===== src/rtl/ttt_turn_scheduler.sv =====
// Turn scheduler and move arbiter for the tic-tac-toe board: grants turns, validates
// squares, issues write/clear strobes, enforces the turn timeout and tracks game over.
module ttt_turn_scheduler #(
    parameter int TURN_TIMEOUT = 1000,
    parameter int FIRST_MOVER  = 0
) (
    input  logic       clock,
    input  logic       reset,
    input  logic       start,
    input  logic       play,
    input  logic [3:0] player_position,
    input  logic       pc,
    input  logic [3:0] computer_position,
    input  logic [8:0] occupied,
    input  logic       win,
    input  logic [1:0] who,
    input  logic       no_space,
    output logic       move_we,
    output logic [1:0] move_who,
    output logic [3:0] move_pos,
    output logic       board_clear,
    output logic [1:0] turn,
    output logic       illegal,
    output logic       timeout,
    output logic       game_over,
    output logic [1:0] winner,
    output logic [3:0] move_count
);

    localparam int TW = (TURN_TIMEOUT > 0) ? $clog2(TURN_TIMEOUT + 1) : 1;
    localparam logic [TW-1:0] EXPIRE_AT = (TURN_TIMEOUT > 0) ? TW'(TURN_TIMEOUT - 1) : '0;
    localparam logic [TW-1:0] TIMER_MAX = '1;

    typedef enum logic [2:0] {
        S_IDLE,
        S_P_TURN,
        S_C_TURN,
        S_EVAL,
        S_DONE
    } state_t;

    state_t        state, state_nx;
    logic [TW-1:0] timer, timer_nx;
    logic [3:0]    count_nx;
    logic [1:0]    winner_nx;
    logic          last_pc, last_pc_nx;
    logic          expire;
    logic          p_valid, c_valid;

    // Positions above 8 are rejected before indexing, so the widened vector is never read past bit 8.
    function automatic logic square_free(input logic [3:0] pos, input logic [8:0] occ);
        logic [15:0] ext;
        ext = {7'b0, occ};
        return (pos <= 4'd8) && !ext[pos];
    endfunction

    assign p_valid = play && square_free(player_position, occupied);
    assign c_valid = pc && square_free(computer_position, occupied);
    assign expire  = (TURN_TIMEOUT != 0) && (timer == EXPIRE_AT);

    always_comb begin
        state_nx    = state;
        count_nx    = move_count;
        winner_nx   = winner;
        last_pc_nx  = last_pc;
        move_we     = 1'b0;
        move_who    = 2'b00;
        move_pos    = 4'd0;
        board_clear = 1'b0;
        turn        = 2'b00;
        illegal     = 1'b0;
        timeout     = 1'b0;
        game_over   = 1'b0;

        case (state)
            S_IDLE, S_DONE: begin
                game_over = (state == S_DONE);
                if (start) begin
                    board_clear = 1'b1;
                    count_nx    = 4'd0;
                    winner_nx   = 2'b00;
                    state_nx    = (FIRST_MOVER != 0) ? S_C_TURN : S_P_TURN;
                end
            end
            S_P_TURN: begin
                turn = 2'b01;
                // A valid move beats expiry; expiry beats a bad request so the turn can still end.
                if (p_valid) begin
                    move_we    = 1'b1;
                    move_who   = 2'b01;
                    move_pos   = player_position;
                    count_nx   = move_count + 4'd1;
                    last_pc_nx = 1'b0;
                    state_nx   = S_EVAL;
                end else if (expire) begin
                    timeout  = 1'b1;
                    state_nx = S_C_TURN;
                end else if (play) begin
                    illegal = 1'b1;
                end
            end
            S_C_TURN: begin
                turn = 2'b10;
                if (c_valid) begin
                    move_we    = 1'b1;
                    move_who   = 2'b10;
                    move_pos   = computer_position;
                    count_nx   = move_count + 4'd1;
                    last_pc_nx = 1'b1;
                    state_nx   = S_EVAL;
                end else if (expire) begin
                    timeout  = 1'b1;
                    state_nx = S_P_TURN;
                end else if (pc) begin
                    illegal = 1'b1;
                end
            end
            S_EVAL: begin
                if (win) begin
                    winner_nx = who;
                    state_nx  = S_DONE;
                end else if (no_space) begin
                    winner_nx = 2'b00;
                    state_nx  = S_DONE;
                end else begin
                    state_nx = last_pc ? S_P_TURN : S_C_TURN;
                end
            end
            default: state_nx = S_IDLE;
        endcase

        // Strobes are suppressed while reset is held so an abandoned turn never writes the board.
        if (!reset) begin
            move_we     = 1'b0;
            move_who    = 2'b00;
            move_pos    = 4'd0;
            board_clear = 1'b0;
            illegal     = 1'b0;
            timeout     = 1'b0;
        end

        if (state_nx != state)
            timer_nx = '0;
        else if ((state == S_P_TURN || state == S_C_TURN) && timer != TIMER_MAX)
            timer_nx = timer + 1'b1;
        else
            timer_nx = timer;
    end

    always_ff @(posedge clock) begin
        if (!reset) begin
            state      <= S_IDLE;
            timer      <= '0;
            move_count <= 4'd0;
            winner     <= 2'b00;
            last_pc    <= 1'b0;
        end else begin
            state      <= state_nx;
            timer      <= timer_nx;
            move_count <= count_nx;
            winner     <= winner_nx;
            last_pc    <= last_pc_nx;
        end
    end

endmodule


===== config.mk =====
export PLATFORM = sky130hd
export DESIGN_NAME = ttt_turn_scheduler
export DESIGN_NICKNAME = d
export VERILOG_FILES = /design/src/rtl/ttt_turn_scheduler.sv
export SDC_FILE = /design/constraint.sdc
export NUM_CORES = 1
export LEC_CHECK = 0
export ABC_AREA = 1
export BUFFER_PORTS_ARGS = -buffer_cell sky130_fd_sc_hd__buf_2
export CORE_ASPECT_RATIO = 1.2
export CORE_MARGIN = 1.5
export CORE_UTILIZATION = 53
export CTS_BUF_LIST = sky130_fd_sc_hd__clkbuf_4 sky130_fd_sc_hd__clkbuf_8
export DETAILED_ROUTE_END_ITERATION = 6
export PLACE_DENSITY = 0.88
export SKIP_CTS_REPAIR_TIMING = 1
export SLEW_MARGIN = 20
export SYNTH_ARGS = -nofsm -noshare
export SYNTH_HDL_FRONTEND = slang
export SYNTH_SLANG_ARGS = --single-unit
export TNS_END_PERCENT = 100

===== constraint.sdc =====
create_clock -name clock -period 2.1 [get_ports clock]
set_input_delay 0.21 -clock clock [delete_from_list [all_inputs] [get_ports clock]]
set_output_delay 0.21 -clock clock [all_outputs]
set_load 0.005 [all_outputs]

==> summary by stage, run 1 <==
Setup path
Data on the critical path is required at its endpoint by 1.89 ns. The category of the critical setup timing path is flop to output port. The data arrival at the endpoint of the critical path is around 1.8 ns. The most prevalent standard cell on the critical path is inv_2. The worst setup path is launched from a flop. In this run the worst path has a maximum fanout of 8.

The worst setup path is captured at an output port. The cell with the largest stage delay on the worst path is dfxtp_1. The number of cells on the worst reg-to-reg path is 10. In this design, the stage delay of the slowest critical-path cell is approximately 0.37 ns.

The critical path contains buffers and inverters numbering 4 combined. The total stage count of the critical path is 8. In this run the worst setup path terminates at move_pos[3]. The endpoint of the worst-slack reg-to-reg timing path is timer[2].

The critical path starts at state[2]. Walking the worst path, the cells encountered are inv_1, nand3_2, inv_2, nand4_4, inv_2, nand2_1, a21oi_1, buf_2. On the critical path the largest part of the delay comes from buffers and inverters. Setup slack on the worst reg-to-reg path comes out at 0.27 ns. The worst register-to-register path begins at timer[1].

Floorplanning
The core region is 2790 um^2. Pin placement for this block handled 45 I/O pins. The initial core utilization is 55.3%. The width of the die is around 52 um. In this run the core area contains 21 standard-cell rows. The die is 62.1 um tall. The floorplan step defined a die boundary enclosing 3240 um^2.

Logic synthesis
The fraction of synthesized cell area taken by the top area cell type is 26.0%. The average cell area after synthesis is around 6.3 um^2. In the synthesized netlist, the number of instances is about 250. The net count of the mapped netlist is 274. The cell area that synthesis handed to floorplanning was 1540 um^2. The xor/xnor share of the synthesized area is 5.69%.

The post-synthesis share of cell area spent on full adders, half adders and majority gates is 1.62%. Yosys mapped the design onto 31 distinct sky130hd cell types. By area, the combinational part of the netlist is dominated by simple AND/OR/NAND/NOR gates. After Yosys synthesis, and, or, nand and nor cells account for 46.5% of the synthesized area.

The flip-flop and latch count after synthesis is 20. Ranked by total cell area, the synthesized netlist is headed by dfxtp_1 26%, nand2_1 15%, inv_1 10%. The share of the synthesized area in compound gates (AO/OA/AOI/OAI) is 6.58%. The multiplexer fraction of the synthesized cell area is 1.30%. The most area-hungry cell type in the Yosys netlist is dfxtp_1.

The warning count from the yosys run is 0. After synthesis, flip-flops and latches occupy roughly a quarter of the total area.

Global routing
The remaining global-route overflow is 0. The number of global-route vias before repair is ~1500. Entering global routing, the biggest net connects 16 pins.

Global routing used about a quarter of the available tracks across all layers. The number of antenna violations at the first check in global routing was 0. The wire length of the first global-routing pass is 6020 um.

Clocking
In this run the number of H-tree levels came out at 1. The clock latency on the worst-skew pair is 0.30 ns. TritonCTS built the clock tree.

The clock input transition at the sequential cells of the worst setup and hold paths is 0.12 ns. The clock net in this run drives a total of 20 sinks. The maximum buffer depth of the clock tree is 2.

The clock buffer count from CTS is 3. In this run the clock root is driven by a clkbuf_4.

Cells and area
The final antenna diode count is 0. The total area of sequential cells is between 400 and 500 um^2. Relative to the synthesized area, the layout overhead comes to 22.7%. Measured on the finished design, the core utilization comes to between 60% and 70%.

The multi-input combinational cells in the finished layout cover a total of 988 um^2. Of the cells placed in the final design, the portion with a size suffix greater than 1 is 27.1%. In the layout the commonest cells are 61 x nand2_1, 44 x buf_2, 39 x inv_1. After the last flow step, the layout net total stands at 321. The number of fill cells in the layout is 251. The most common library cell in the layout ignoring fill and taps is nand2_1.

Worst hold path
In this run the worst hold path is classified as input pin to flop.

STA
Setup repair after global routing left no endpoint under its margin. The clock skew is 0.00681 ns. At the pin with the least slew margin, the transition time is between 0.4 and 0.5 ns. The maximum clock frequency is 505 MHz. The max-slew violation total from the final report was 0.

The clock period could shrink to 1.98 ns. Setup violations remaining at the end of the flow were counted as 0. In this run the tightest slew margin relative to its limit is 71.7%. The number of hold violations in the final report was 0. The share of the clock period used by the worst path is 94.2%.

Run
The count of max-cap constraint violations is 0.

Power and ir drop
VDD sags by at most ~0.38 mV. The analysis attributes to cell leakage a power of 0.988 nW. Overall power consumption after layout is estimated at 946 uW. The power density over the cells is 501 nW/um^2.

Status
The flow ran to the end, and the final reports show no timing, DRC or antenna violations.

Routing
The total iterations of the first detailed-routing run is 5. The count of vias placed by the detailed router is 1674. In this run, the number of DRC markers left after iteration 0 of detailed routing was 64. The routed wire length per instance is 11.3 um. The post-route DRC violation count is 0.

Using the TritonRoute via totals, the vias-per-cell ratio works out to between 5 and 6. After detailed routing, the total wire length is 3690 um. The count of nets left with antenna violations once routing finished came out at 0.

Placement
The count of buffers added on input and output ports is 44. The placed wire-length estimate is 2920 um. Routability-driven placement finished with a final weighted congestion of 0.909.
==> synthesized netlist by cell type <==
| cell | n |
|---|---|
| a21oi_1 | 12 |
| a22oi_1 | 3 |
| buf_2 | 1 |
| buf_4 | 1 |
| clkbuf_1 | 1 |
| dfxtp_1 | 20 |
| ha_1 | 2 |
| inv_1 | 42 |
| inv_2 | 2 |
| inv_6 | 1 |
| mux2i_1 | 2 |
| nand2_1 | 62 |
| nand2_2 | 3 |
| nand2_4 | 3 |
| nand3_1 | 24 |
| nand3_2 | 1 |
| nand3b_1 | 3 |
| nand3b_4 | 1 |
| nand4_1 | 3 |
| nand4_2 | 1 |
| nor2_1 | 26 |
| nor2_2 | 1 |
| nor3_1 | 12 |
| nor3_2 | 4 |
| nor3_4 | 1 |
| o211ai_1 | 1 |
| o21ai_1 | 1 |
| o22ai_1 | 1 |
| or2_2 | 1 |
| xnor2_1 | 3 |
| xor2_1 | 7 |
==> logic make-up after synthesis <==
group	after synthesis
XOR/XNOR	10
AND/OR/NAND/NOR	146
AO/OA/AOI/OAI	18
multiplexers	2
adder cells (fa/ha/maj)	2
buffers and inverters	48
flip-flops	20
==> tightest hold or removal path, cell delays in order <==
cell,delay [ns]
buf_2,0.13
nand2_1,0.07
nor2_1,0.03
==> power breakdown <==
part / internal, mW / switching [mW]
combinational: 0.0803 / 0.154
clock: 0.193 / 0.120
sequential: 0.388 / 0.0109
total: 0.661 / 0.284
==> layer usage <==
| layer | track usage (%) | wire length, um | vias up | share of wire (%) |
|---|---|---|---|---|
| met5 | 0 | 0 | - | 0 |
| met4 | 6.59 | 74 | 0 | 2.0 |
| met3 | 4.31 | 179 | 6 | 4.9 |
| met2 | 48.6 | 1910 | 57 | 52 |
| met1 | 26.8 | 1520 | 740 | 41 |
| li1 | - | - | 871 | - |
==> through the flow <==
step | setup WS, ns | hold WS (ns) | cells | cell area (um^2) | setup TNS [ns]
floorplan | 0.440 | 0.308 | 246 | 1540 | 0
global route | 0.0168 | 0.170 | 326 | 1890 | 0
CTS | -0.109 | 0.162 | 326 | 1850 | -0.328
global placement | 0.264 | 0.447 | 322 | 1790 | 0
finish | 0.121 | 0.166 | 326 | 1890 | 0
detailed placement | 0.169 | 0.457 | 322 | 1790 | 0
==> sequential cells by signal, summed over array words and instances, names as in the netlist <==
signal and count:
timer 10, move_count 4, winner 2, state 3, last_pc 1
==> worst min-delay path by stage <==
stage	from	endpoint	cells past startpoint
after global routing	who[1]	winner[1]	3
after CTS	reset	move_count[0]	3
after floorplan	reset	state[0]	2
after global placement	winner[0]	winner[0]	2
final	reset	move_count[0]	3
after detailed placement	winner[0]	winner[0]	2
==> final cells by class <==
cell class / instances / share of cell area, %
flip-flops and latches: 20 / 21.4
multi-input cells: 178 / 52.3
clock inverters: 1 / 1.59
well taps: 34 / 2.25
inverters: 45 / 9.21
repair buffers: 45 / 12.1
clock buffers: 3 / 1.19
Note: power is estimated with default switching activity, not from simulation.
==> run 2, diff against run 1 <==
--- a/config.mk
+++ b/config.mk
@@ -9,10 +9,9 @@
 export BUFFER_PORTS_ARGS = -buffer_cell sky130_fd_sc_hd__buf_2
 export CORE_ASPECT_RATIO = 1.2
 export CORE_MARGIN = 1.5
-export CORE_UTILIZATION = 53
-export CTS_BUF_LIST = sky130_fd_sc_hd__clkbuf_4 sky130_fd_sc_hd__clkbuf_8
+export CORE_UTILIZATION = 52
 export DETAILED_ROUTE_END_ITERATION = 6
-export PLACE_DENSITY = 0.88
+export PLACE_DENSITY = 0.87
 export SKIP_CTS_REPAIR_TIMING = 1
 export SLEW_MARGIN = 20
 export SYNTH_ARGS = -nofsm -noshare
==> run 2 against run 1 <==
  * Highest routed layer unchanged
  * Critical path type unchanged
  * Worst hold slack got worse by 0.021 ns
  * Critical path depth stayed put
  * Final cell count is the same
  * Global-route usage down 1.1 points
  * Sequential power about the same
  * First-iteration DRC count decreased by 19%
  * Design area fell by 1.3%
  * Register-to-register slack worse by 0.07 ns
  * Largest power group unchanged
==> summary by stage, run 2 (synthesis gave the netlist of run 1 again) <==
Clocking
The maximum buffer depth of the clock tree is 2. TritonCTS built the clock tree. The total number of clock tree sinks is 20. The clock buffer count from CTS is 3. CTS built an H-tree with a depth of 1. The clock input transition at the sequential cells of the worst setup and hold paths is 0.11 ns. For the worst-skew pair, the clock arrives at the later sink with an insertion delay of 0.31 ns. The clock root buffer master is clkbuf_4.

Setup path
Among cell families on the critical path, the largest total delay comes from buffers and inverters. The worst stage delay on the critical path is 0.39 ns. Data on the critical path is required at its endpoint by 1.89 ns. In this run the worst path has a maximum fanout of 9. Walking the worst path, the cells encountered are inv_2, nor3_4, buf_4, nand3_2, inv_2, nand2_1, a21oi_1, buf_2. The worst flop-to-flop path startpoint is timer[0]. The data arrival at the endpoint of the critical path is 1.77 ns. The cell with the largest stage delay on the worst path is dfxtp_2. STA classifies the critical path endpoint as an output port. The critical path in this run is classified as flop to output port. Counting stages on the worst path, the most repeated cell is inv_2. STA classifies the critical path startpoint as a flop. The critical path starts at state[0]. Together, buffers and inverters on the worst path number 4.

STA
Setup repair after global routing left no endpoint under its margin. In this run the tightest slew margin relative to its limit is 69.7%. The clock skew is 0.00852 ns. The worst path meets setup with 0.115 ns of slack.

At the pin with the least slew margin, the transition time is 0.454 ns. Setup violations remaining at the end of the flow were counted as 0. The max-slew violation total from the final report is 0. The maximum clock frequency is around 500 MHz. The number of hold violations in the final report is 0. The share of the clock period used by the worst path is between 90% and 100%.

After layout, the minimum clock period comes to 1.98 ns. The tightest hold path in the finished design has a slack of roughly 0.15 ns.

Power and ir drop
VDD sags by at most 0.405 mV. The power density over the cells is roughly 460 nW/um^2. Summed over all cells, the static leakage comes to 0.982 nW.

Floorplanning
The initial core utilization is 54.8%. The core region is 2810 um^2. The floorplan has 21 rows. The height of the die is approximately 63 um. The full die area is about 3300 um^2. The die is 52.7 um wide.

The number of I/O pins is 45.

Cells and area
The repair_antennas step left the layout with diodes totalling 0. The layout-stage area growth over the synthesis result is 21.1%. The largest registers in the layout are timer (10), move_count (4), state (3). Leaving out fill and tap cells, the most frequent cells in the layout are 62 x nand2_1, 44 x buf_2, 40 x inv_1. Of the cells placed in the final design, the portion with a size suffix greater than 1 is 26.7%. The register bank with the most flops is timer.

The layout net count is 321. The register with the most flip-flops in the layout has 10 of them. The most common library cell in the layout ignoring fill and taps is nand2_1.

Status
The run finished with clean final reports.

Worst hold path
The worst hold path startpoint is reset. The tightest min-delay check is of the input pin to flop type.

Routing
The detail route stage leaves a number of antenna-violating nets equal to 0. The routed wire length per instance is 10.9 um. The violation count after the first detailed-routing iteration is between 50 and 60. Before antenna repair, the detailed router went through 6 iterations. The routed wire length is 3560 um. The count of vias placed by the detailed router is 1656. The post-route DRC violation count is 0. Dividing the detail-routed via count by the number of cells gives 5.08.

Global routing
Entering global routing, the biggest net connects 16 pins. The number of antenna violations at the first check in global routing is 0. Global routing finished with a remaining overflow of 0.

The overall fraction of global-route tracks in use is 23.5%. The number of global-route vias before repair is about 1500. The wire length of the first global-routing pass is 5960 um.

Placement
At the placement stage, the worst setup path has a slack of 0.171 ns. The placed wire-length estimate is 2840 um. At the end of routability-driven placement, the weighted congestion stood at 0.903. During placement, the flow inserted port buffers numbering 44.

Run
The count of max-cap constraint violations is 0.
run 2: changes by cell type in the layout (fill, tap and decap cells not counted):
cell,change
nand3_2,+1
inv_2,-1
bufinv_16,-1
nand3_4,-1
nand2_2,-1
nor2_2,+1
nand2_1,+1
nor2_1,-1
clkbuf_8,+1
inv_1,+1
run 2: final timing paths:
| check | end | slack, ns | cells after the start |
|---|---|---|---|
| min | state[0] | 0.15 | 3 |
| min reg2reg | winner[0] | 0.47 | 2 |
| max reg2reg | timer[4] | 0.20 | 11 |
| max | move_pos[3] | 0.12 | 8 |
run 2: stage by stage:
step           instances  area, um^2  power [mW]  utilization, %  TNS [ns]
2_1_floorplan        246        1540       0.557               -         0
3_3_place_gp         322        1790       0.623            63.8         0
3_5_place_dp         322        1790       0.626            63.8         0
4_1_cts              326        1830       0.848            65.1    -0.270
5_1_grt              326        1870       0.899            66.4         0
6_report             326        1870       0.855            66.4         0
run 2: report_power, final:
part	switching [mW]	total, mW	internal [mW]
Sequential	0.0104	0.398	0.388
Combinational	0.149	0.229	0.0797
Clock	0.122	0.228	0.106
run 2: worst min-delay path: stages:
cell     delay, ns
buf_2         0.13
nand2_1       0.06
inv_1         0.03
run 2: per-layer routing:
layer	GRT usage, %	wire, um	up-vias
met3	2.15	209	5
met2	39.4	1750	51
li1	-	-	872
met1	30.1	1550	728
met4	9.62	60	0
met5	0	0	-
run 2: area by class of cell:
class                   count  area (um^2)
repair buffers             45          228
flip-flops and latches     20          404
inverters                  45          174
fillers                   260          946
well taps                  34         42.5
multi-input cells         178          981
clock buffers               4         36.3
